**src/rtl/xrs_pkg.sv**
```systemverilog
// Shared constants and types for the register-file writeback block.
package xrs_pkg;
   localparam int XLEN = 64;
   localparam int AW   = 5;

   // Register 0 is hardwired to zero and never written.
   localparam logic [AW-1:0] REG_ZERO = '0;

   typedef struct packed {
      logic [AW-1:0]   rd;
      logic [XLEN-1:0] dat;
   } wb_req_t;
endpackage

```
**src/rtl/xrs_writeback_if.sv**
```systemverilog
// Bundle of write-request, register-file write-port and read-bypass signals.
interface xrs_writeback_if;
   import xrs_pkg::*;

   logic            alu_valid_i;
   logic            alu_ready_o;
   logic [AW-1:0]   alu_rd_i;
   logic [XLEN-1:0] alu_dat_i;
   logic            ld_valid_i;
   logic [AW-1:0]   ld_rd_i;
   logic [XLEN-1:0] ld_dat_i;
   logic [AW-1:0]   rd_o;
   logic [XLEN-1:0] rdat_o;
   logic            rwe_o;
   logic [AW-1:0]   ra_i;
   logic [AW-1:0]   rb_i;
   logic [XLEN-1:0] raw_a_i;
   logic [XLEN-1:0] raw_b_i;
   logic [XLEN-1:0] rdata_o;
   logic [XLEN-1:0] rdatb_o;
   logic            busy_o;

   // CPU side: drives requests and read addresses, consumes the write port.
   modport master (
      output alu_valid_i, alu_rd_i, alu_dat_i, ld_valid_i, ld_rd_i, ld_dat_i,
             ra_i, rb_i, raw_a_i, raw_b_i,
      input  alu_ready_o, rd_o, rdat_o, rwe_o, rdata_o, rdatb_o, busy_o
   );

   // Writeback block side.
   modport slave (
      input  alu_valid_i, alu_rd_i, alu_dat_i, ld_valid_i, ld_rd_i, ld_dat_i,
             ra_i, rb_i, raw_a_i, raw_b_i,
      output alu_ready_o, rd_o, rdat_o, rwe_o, rdata_o, rdatb_o, busy_o
   );
endinterface

```
**src/rtl/xrs_wb_bypass.sv**
```systemverilog
// One read-port bypass: remembers a same-cycle write to the read address
// and substitutes its data for the stale register-file output next cycle.
module xrs_wb_bypass
   import xrs_pkg::*;
(
   input  logic            clk_i,
   input  logic            rst_ni,
   input  logic            rwe_i,
   input  logic [AW-1:0]   rd_i,
   input  logic [XLEN-1:0] rdat_i,
   input  logic [AW-1:0]   raddr_i,
   input  logic [XLEN-1:0] raw_i,
   output logic [XLEN-1:0] rdata_o
);
   logic            hit_q;
   logic [XLEN-1:0] dat_q;

   // Capture the collision flag and the data being written alongside the read.
   always_ff @(posedge clk_i or negedge rst_ni) begin
      if (!rst_ni) begin
         hit_q <= 1'b0;
         dat_q <= '0;
      end else begin
         hit_q <= rwe_i & (rd_i == raddr_i) & (raddr_i != REG_ZERO);
         dat_q <= rdat_i;
      end
   end

   // Newest value wins: captured write data over the synchronous read result.
   always_comb begin
      rdata_o = hit_q ? dat_q : raw_i;
   end
endmodule

```
**src/rtl/xrs_writeback.sv**
```systemverilog
// Register-file writeback: arbitrates load and ALU writes into a single
// registered write port and bypasses read/write collisions.
// Optional skid buffer for a stalled ALU result: define XRS_WB_SKID_EN.
module xrs_writeback
   import xrs_pkg::*;
(
   input  logic          clk_i,
   input  logic          rst_ni,
   xrs_writeback_if.slave bus
);
   localparam int NUM_PORTS = 2;

   wb_req_t ld_req, alu_req, sel_req;
   logic    accept;
   logic    skid_full;

   assign ld_req  = '{rd: bus.ld_rd_i,  dat: bus.ld_dat_i};
   assign alu_req = '{rd: bus.alu_rd_i, dat: bus.alu_dat_i};

`ifdef XRS_WB_SKID_EN
   wb_req_t skid_q;
   logic    skid_full_q;
   logic    alu_hs;

   assign skid_full       = skid_full_q;
   assign bus.alu_ready_o = ~skid_full_q;
   assign alu_hs          = bus.alu_valid_i & ~skid_full_q;

   // Park an ALU result that lost to a load; release it on the first load-free cycle.
   always_ff @(posedge clk_i or negedge rst_ni) begin
      if (!rst_ni) begin
         skid_full_q <= 1'b0;
         skid_q      <= '0;
      end else if (bus.ld_valid_i && alu_hs) begin
         skid_full_q <= 1'b1;
         skid_q      <= alu_req;
      end else if (!bus.ld_valid_i && skid_full_q) begin
         skid_full_q <= 1'b0;
      end
   end

   // Fixed priority: load, then held skid entry, then a live ALU handshake.
   always_comb begin
      accept  = 1'b0;
      sel_req = '0;
      if (bus.ld_valid_i) begin
         accept  = 1'b1;
         sel_req = ld_req;
      end else if (skid_full_q) begin
         accept  = 1'b1;
         sel_req = skid_q;
      end else if (alu_hs) begin
         accept  = 1'b1;
         sel_req = alu_req;
      end
   end
`else
   assign skid_full       = 1'b0;
   assign bus.alu_ready_o = ~bus.ld_valid_i;

   // The load unit cannot stall, so it always wins; the ALU waits via ready.
   always_comb begin
      accept  = 1'b0;
      sel_req = '0;
      if (bus.ld_valid_i) begin
         accept  = 1'b1;
         sel_req = ld_req;
      end else if (bus.alu_valid_i) begin
         accept  = 1'b1;
         sel_req = alu_req;
      end
   end
`endif

   logic            rwe_q;
   logic [AW-1:0]   rd_q;
   logic [XLEN-1:0] rdat_q;

   // Registered write stage; writes to r0 are swallowed and leave rd/rdat untouched.
   always_ff @(posedge clk_i or negedge rst_ni) begin
      if (!rst_ni) begin
         rwe_q  <= 1'b0;
         rd_q   <= '0;
         rdat_q <= '0;
      end else begin
         rwe_q <= accept && (sel_req.rd != REG_ZERO);
         if (accept && (sel_req.rd != REG_ZERO)) begin
            rd_q   <= sel_req.rd;
            rdat_q <= sel_req.dat;
         end
      end
   end

   assign bus.rwe_o  = rwe_q;
   assign bus.rd_o   = rd_q;
   assign bus.rdat_o = rdat_q;
   assign bus.busy_o = rwe_q | skid_full;

   logic [NUM_PORTS-1:0][AW-1:0]   raddr;
   logic [NUM_PORTS-1:0][XLEN-1:0] raw;
   logic [NUM_PORTS-1:0][XLEN-1:0] byp;

   assign raddr = {bus.rb_i, bus.ra_i};
   assign raw   = {bus.raw_b_i, bus.raw_a_i};

   for (genvar p = 0; p < NUM_PORTS; p++) begin : g_byp
      xrs_wb_bypass u_byp (
         .clk_i   (clk_i),
         .rst_ni  (rst_ni),
         .rwe_i   (rwe_q),
         .rd_i    (rd_q),
         .rdat_i  (rdat_q),
         .raddr_i (raddr[p]),
         .raw_i   (raw[p]),
         .rdata_o (byp[p])
      );
   end

   assign bus.rdata_o = byp[0];
   assign bus.rdatb_o = byp[1];
endmodule

```
**src/flat_wrapper.sv**
```systemverilog
// flat-port wrapper written by rule: the top's interface ports become plain ports
module xrs_writeback_flat import xrs_pkg::*;
  (clk_i, rst_ni, bus_alu_valid_i, bus_alu_rd_i, bus_alu_dat_i, bus_ld_valid_i, bus_ld_rd_i, bus_ld_dat_i, bus_ra_i, bus_rb_i, bus_raw_a_i, bus_raw_b_i, bus_alu_ready_o, bus_rd_o, bus_rdat_o, bus_rwe_o, bus_rdata_o, bus_rdatb_o, bus_busy_o);
  xrs_writeback_if bus_i ();
  input  logic clk_i;
  input  logic rst_ni;
  input wire logic [$bits(bus_i.alu_valid_i)-1:0] bus_alu_valid_i;
  input wire logic [$bits(bus_i.alu_rd_i)-1:0] bus_alu_rd_i;
  input wire logic [$bits(bus_i.alu_dat_i)-1:0] bus_alu_dat_i;
  input wire logic [$bits(bus_i.ld_valid_i)-1:0] bus_ld_valid_i;
  input wire logic [$bits(bus_i.ld_rd_i)-1:0] bus_ld_rd_i;
  input wire logic [$bits(bus_i.ld_dat_i)-1:0] bus_ld_dat_i;
  input wire logic [$bits(bus_i.ra_i)-1:0] bus_ra_i;
  input wire logic [$bits(bus_i.rb_i)-1:0] bus_rb_i;
  input wire logic [$bits(bus_i.raw_a_i)-1:0] bus_raw_a_i;
  input wire logic [$bits(bus_i.raw_b_i)-1:0] bus_raw_b_i;
  output wire logic [$bits(bus_i.alu_ready_o)-1:0] bus_alu_ready_o;
  output wire logic [$bits(bus_i.rd_o)-1:0] bus_rd_o;
  output wire logic [$bits(bus_i.rdat_o)-1:0] bus_rdat_o;
  output wire logic [$bits(bus_i.rwe_o)-1:0] bus_rwe_o;
  output wire logic [$bits(bus_i.rdata_o)-1:0] bus_rdata_o;
  output wire logic [$bits(bus_i.rdatb_o)-1:0] bus_rdatb_o;
  output wire logic [$bits(bus_i.busy_o)-1:0] bus_busy_o;
  assign bus_i.alu_valid_i = bus_alu_valid_i;
  assign bus_i.alu_rd_i = bus_alu_rd_i;
  assign bus_i.alu_dat_i = bus_alu_dat_i;
  assign bus_i.ld_valid_i = bus_ld_valid_i;
  assign bus_i.ld_rd_i = bus_ld_rd_i;
  assign bus_i.ld_dat_i = bus_ld_dat_i;
  assign bus_i.ra_i = bus_ra_i;
  assign bus_i.rb_i = bus_rb_i;
  assign bus_i.raw_a_i = bus_raw_a_i;
  assign bus_i.raw_b_i = bus_raw_b_i;
  assign bus_alu_ready_o = bus_i.alu_ready_o;
  assign bus_rd_o = bus_i.rd_o;
  assign bus_rdat_o = bus_i.rdat_o;
  assign bus_rwe_o = bus_i.rwe_o;
  assign bus_rdata_o = bus_i.rdata_o;
  assign bus_rdatb_o = bus_i.rdatb_o;
  assign bus_busy_o = bus_i.busy_o;
  xrs_writeback u_core (.clk_i(clk_i), .rst_ni(rst_ni), .bus(bus_i));
endmodule
```
**config.mk**
```make
export PLATFORM = sky130hd
export DESIGN_NAME = xrs_writeback_flat
export DESIGN_NICKNAME = d
export VERILOG_FILES = /design/src/rtl/xrs_pkg.sv /design/src/rtl/xrs_writeback_if.sv /design/src/rtl/xrs_wb_bypass.sv /design/src/rtl/xrs_writeback.sv /design/src/flat_wrapper.sv
export SDC_FILE = /design/constraint.sdc
export NUM_CORES = 1
export LEC_CHECK = 0
export ABC_AREA = 1
export CAP_MARGIN = 0
export CORE_AREA = 2 2 188 190
export CTS_BUF_LIST = sky130_fd_sc_hd__clkbuf_2 sky130_fd_sc_hd__clkbuf_4 sky130_fd_sc_hd__clkbuf_8
export CTS_CLUSTER_DIAMETER = 60
export DETAILED_ROUTE_END_ITERATION = 12
export DIE_AREA = 0 0 190 192
export GPL_ROUTABILITY_DRIVEN = 0
export HOLD_SLACK_MARGIN = 0.08
export PLACE_DENSITY = 0.52
export SLEW_MARGIN = 0
export SYNTH_ARGS = -nofsm -noshare
export SYNTH_HDL_FRONTEND = slang
export SYNTH_SLANG_ARGS = --single-unit
```
**constraint.sdc**
```tcl
create_clock -name clk_i -period 2 [get_ports clk_i]
set_clock_uncertainty 0.15 [all_clocks]
set_input_delay 0.4 -clock clk_i [delete_from_list [all_inputs] [get_ports clk_i]]
set_output_delay 0.4 -clock clk_i [all_outputs]
set_load 0.01 [all_outputs]
```
==> results.cfg <==
[route]
dr.pass1.iters = 4
drc = 0
vias = 7262
viasPerCell = 4.36
first_iter_violations = 308
drt-wirelength-per-cell_um = 20.1
routed_wl_um = 33400
ant_nets = 0

[synthesis]
syn_nets = 928
synthCells = 648
synth_top_family_by_area = multiplexers
netlist_area_um2 = 6980
synth_top_cell_by_area = dfrtp_1
synthMuxAreaShare_pct = 20.7
synth_compound_area_share_pct = 8.68
synth-xor-area-share_pct = 0.377
synth_fa_ha_area_share_pct = 0
synth_simple_gate_area_share_pct = 16.1
ys_ff_latch = 136
ys_types = 28
yosysWarnings = 0
synth_top_area_share_pct = 48.8
syn_avg_cell_area_um2 = 10.8
synth_seq_area_share_pct = 48.8
synthTopCellsByArea = dfrtp_1 (49%), mux2_2 (21%), a22o_1 (8.0%), nand2_1 (8.0%), nand4_1 (6.2%)

[timing]
tightest_slew_ps = 414
max_freq_ghz = 0.401
slew_headroom_pct = 72.4
period_share_pct = 125
final.setup.worst_slack_ps = -493
rsz0062_at_grt = true
fin_crit_ps = 2490
setup-tns-final_ps = -40050
hold_violations = 0
drv_slew = 0
hold_slack_ps = 246
setup_viol = 128

[worst_setup_path]
timing.rr.start = u_core.bus.rd_o[1]
critPathKind = reg2out
critPathMaxFanout = 8
cp.arrival_ps = 1940
worst_setup_path_start_kind = register
end_kind = output port
crit_start = u_core.g_byp[1].u_byp.hit_q
crit_required_ps = 1450
reg2regPathDepth = 4

[min_path]
hold_path.class = reg2reg
worstHoldStart = u_core.bus.rdat_o[56]
min_path_cells = 0

[final_layout]
multi_input_area_um2 = 3280
n_antenna_cell = 0
fin_util_pct = 40.9
final_nets = 1476
fillers = 3299
regArea_um2 = 3420
stdcell_count = 1664
synthToLayoutAreaGrowth_pct = 101
drive_gt1_share_pct = 34.4

[placement]
post-place-cells = 1565
hpwl_um = 23700
port-buffer-count = 479

[outcome]
violations = negative setup slack
outcome = complete, but fails checks

[floorplanning]
io_pins = 480
start_util_pct = 20.3
die_y_um = 192
num_rows = 68
die_w_um = 190
core_um2 = 34300
fp.dieArea_um2 = 36500

[global_route]
grt.total_usage_pct = 16.6
antenna_found_initial = 0
grt_max_degree = 47
overflow = 0
grt_first_pass_wirelength_um = 45100
grt_pass1_vias = 7186

[power]
power_uw = 8470
vdd_drop_max_mv = 0.349
leakagePower_uw = 0.00692
cellPowerDensity_nw_per_um2 = 604

[clocking]
htree_levels = 4
cts_buffers = 17
clk_path_buf_depth = 2
root_buffer = clkbuf_8
cts.sink_count = 136
cts.reportedPaths.clkPinSlew_ps = 90
cts_tree = built
insertion_delay_ps = 430

[job]
maxCapViolCount = 0
==> report_power, final <==
part	switching (uW)	internal (uW)
Sequential	245	3050
Combinational	1080	1590
Clock	1200	1300
==> cell usage after synthesis <==
library cell / n
nand2_2: 3
nand3_1: 6
inv_1: 12
inv_4: 1
nor2_1: 4
nand4_1: 69
dfrtp_1: 136
buf_4: 7
a21oi_1: 1
buf_6: 6
a21boi_4: 1
clkbuf_1: 17
o22ai_1: 1
xnor2_1: 2
mux2_2: 128
or2_2: 2
xor2_1: 1
nor2_2: 1
nand2_1: 149
o21ai_0: 2
a22o_1: 64
nand3b_1: 1
buf_2: 25
nand3_2: 2
inv_2: 1
nor2_4: 2
buf_1: 3
o21ai_1: 1
==> worst max-delay path, cell delays in order (launching register included) <==
cell       delay, ps
dfrtp_4          540
buf_6            150
buf_12           120
clkbuf_16        160
buf_6            110
mux2_4           300
buf_6            120
==> flip-flops by register name, summed over array words and instances, names as in the netlist <==
name / count
u_core.bus.rd_o: 5
u_core.g_byp.u_byp.dat_q: 64
u_core.g_byp.u_byp.hit_q: 2
u_core.bus.busy_o: 1
u_core.bus.rdat_o: 64
==> final timing paths <==
check,end,slack [ps]
max,bus_rdatb_o[14],-490
min,u_core.g_byp[0].u_byp.dat_q[56],250
max reg2reg,u_core.g_byp[1].u_byp.hit_q,620
min reg2reg,u_core.g_byp[0].u_byp.dat_q[56],250
max in group asynchronous,u_core.g_byp[0].u_byp.hit_q,830
min in group asynchronous,u_core.bus.rdat_o[23],310
==> cell usage in the layout (no fill, tap or decap), types with 4 or more instances in the layout <==
cell / Yosys / routed
mux2_2: 128 / 109
clkbuf_16: 0 / 4
buf_12: 0 / 25
a22o_1: 64 / 64
clkbuf_8: 0 / 18
buf_4: 7 / 48
nand4_1: 69 / 69
buf_6: 6 / 117
inv_1: 12 / 12
mux2_4: 0 / 19
clkdlybuf4s50_1: 0 / 290
nor2_1: 4 / 4
dfrtp_1: 136 / 130
dfrtp_2: 0 / 4
inv_6: 0 / 5
nand2_1: 149 / 149
buf_16: 0 / 4
clkbuf_2: 0 / 34
nand3_1: 6 / 6
dlymetal6s2s_1: 0 / 59
==> per-stage QoR <==
step	cell area (um^2)	worst slack, ps
after floorplan	6980	256
after global placement	12500	-213
after detailed placement	12500	-199
after CTS	13000	-574
after global routing	14000	-567
final	14000	-493
==> per-layer routing <==
metal	up-vias	GRT usage, %	wire length, um
li1	3417	-	-
met1	3550	20.3	13300
met2	277	29.6	17500
met3	18	3.54	2060
met4	0	3.82	491
met5	-	0	0
==> what timing repair did <==
item	in CTS	in global routing
gates resized for setup	350	332
setup endpoints to repair	161	188
cloned	3	4
hold buffers	1	0
buffers inserted	12	53
endpoints found under the hold margin	111	0
==> kinds of logic (layout without fill, tap and decap cells) <==
| family | after synthesis | count (layout) |
|---|---|---|
| mux | 128 | 128 |
| buf+inv | 72 | 633 |
| xor+xnor | 3 | 3 |
| compound gates | 70 | 70 |
| flops | 136 | 136 |
| simple gates | 239 | 239 |
==> area by class of cell <==
type | count | share of cell area, %
timing repair buffer | 587 | 44.7
inverter | 14 | 0.393
tap | 455 | 4.06
sequential | 136 | 24.4
clock buffer | 18 | 1.77
clock inverter | 14 | 1.33
multi-input combinational | 440 | 23.4
Power figures use the tool's default switching activity.
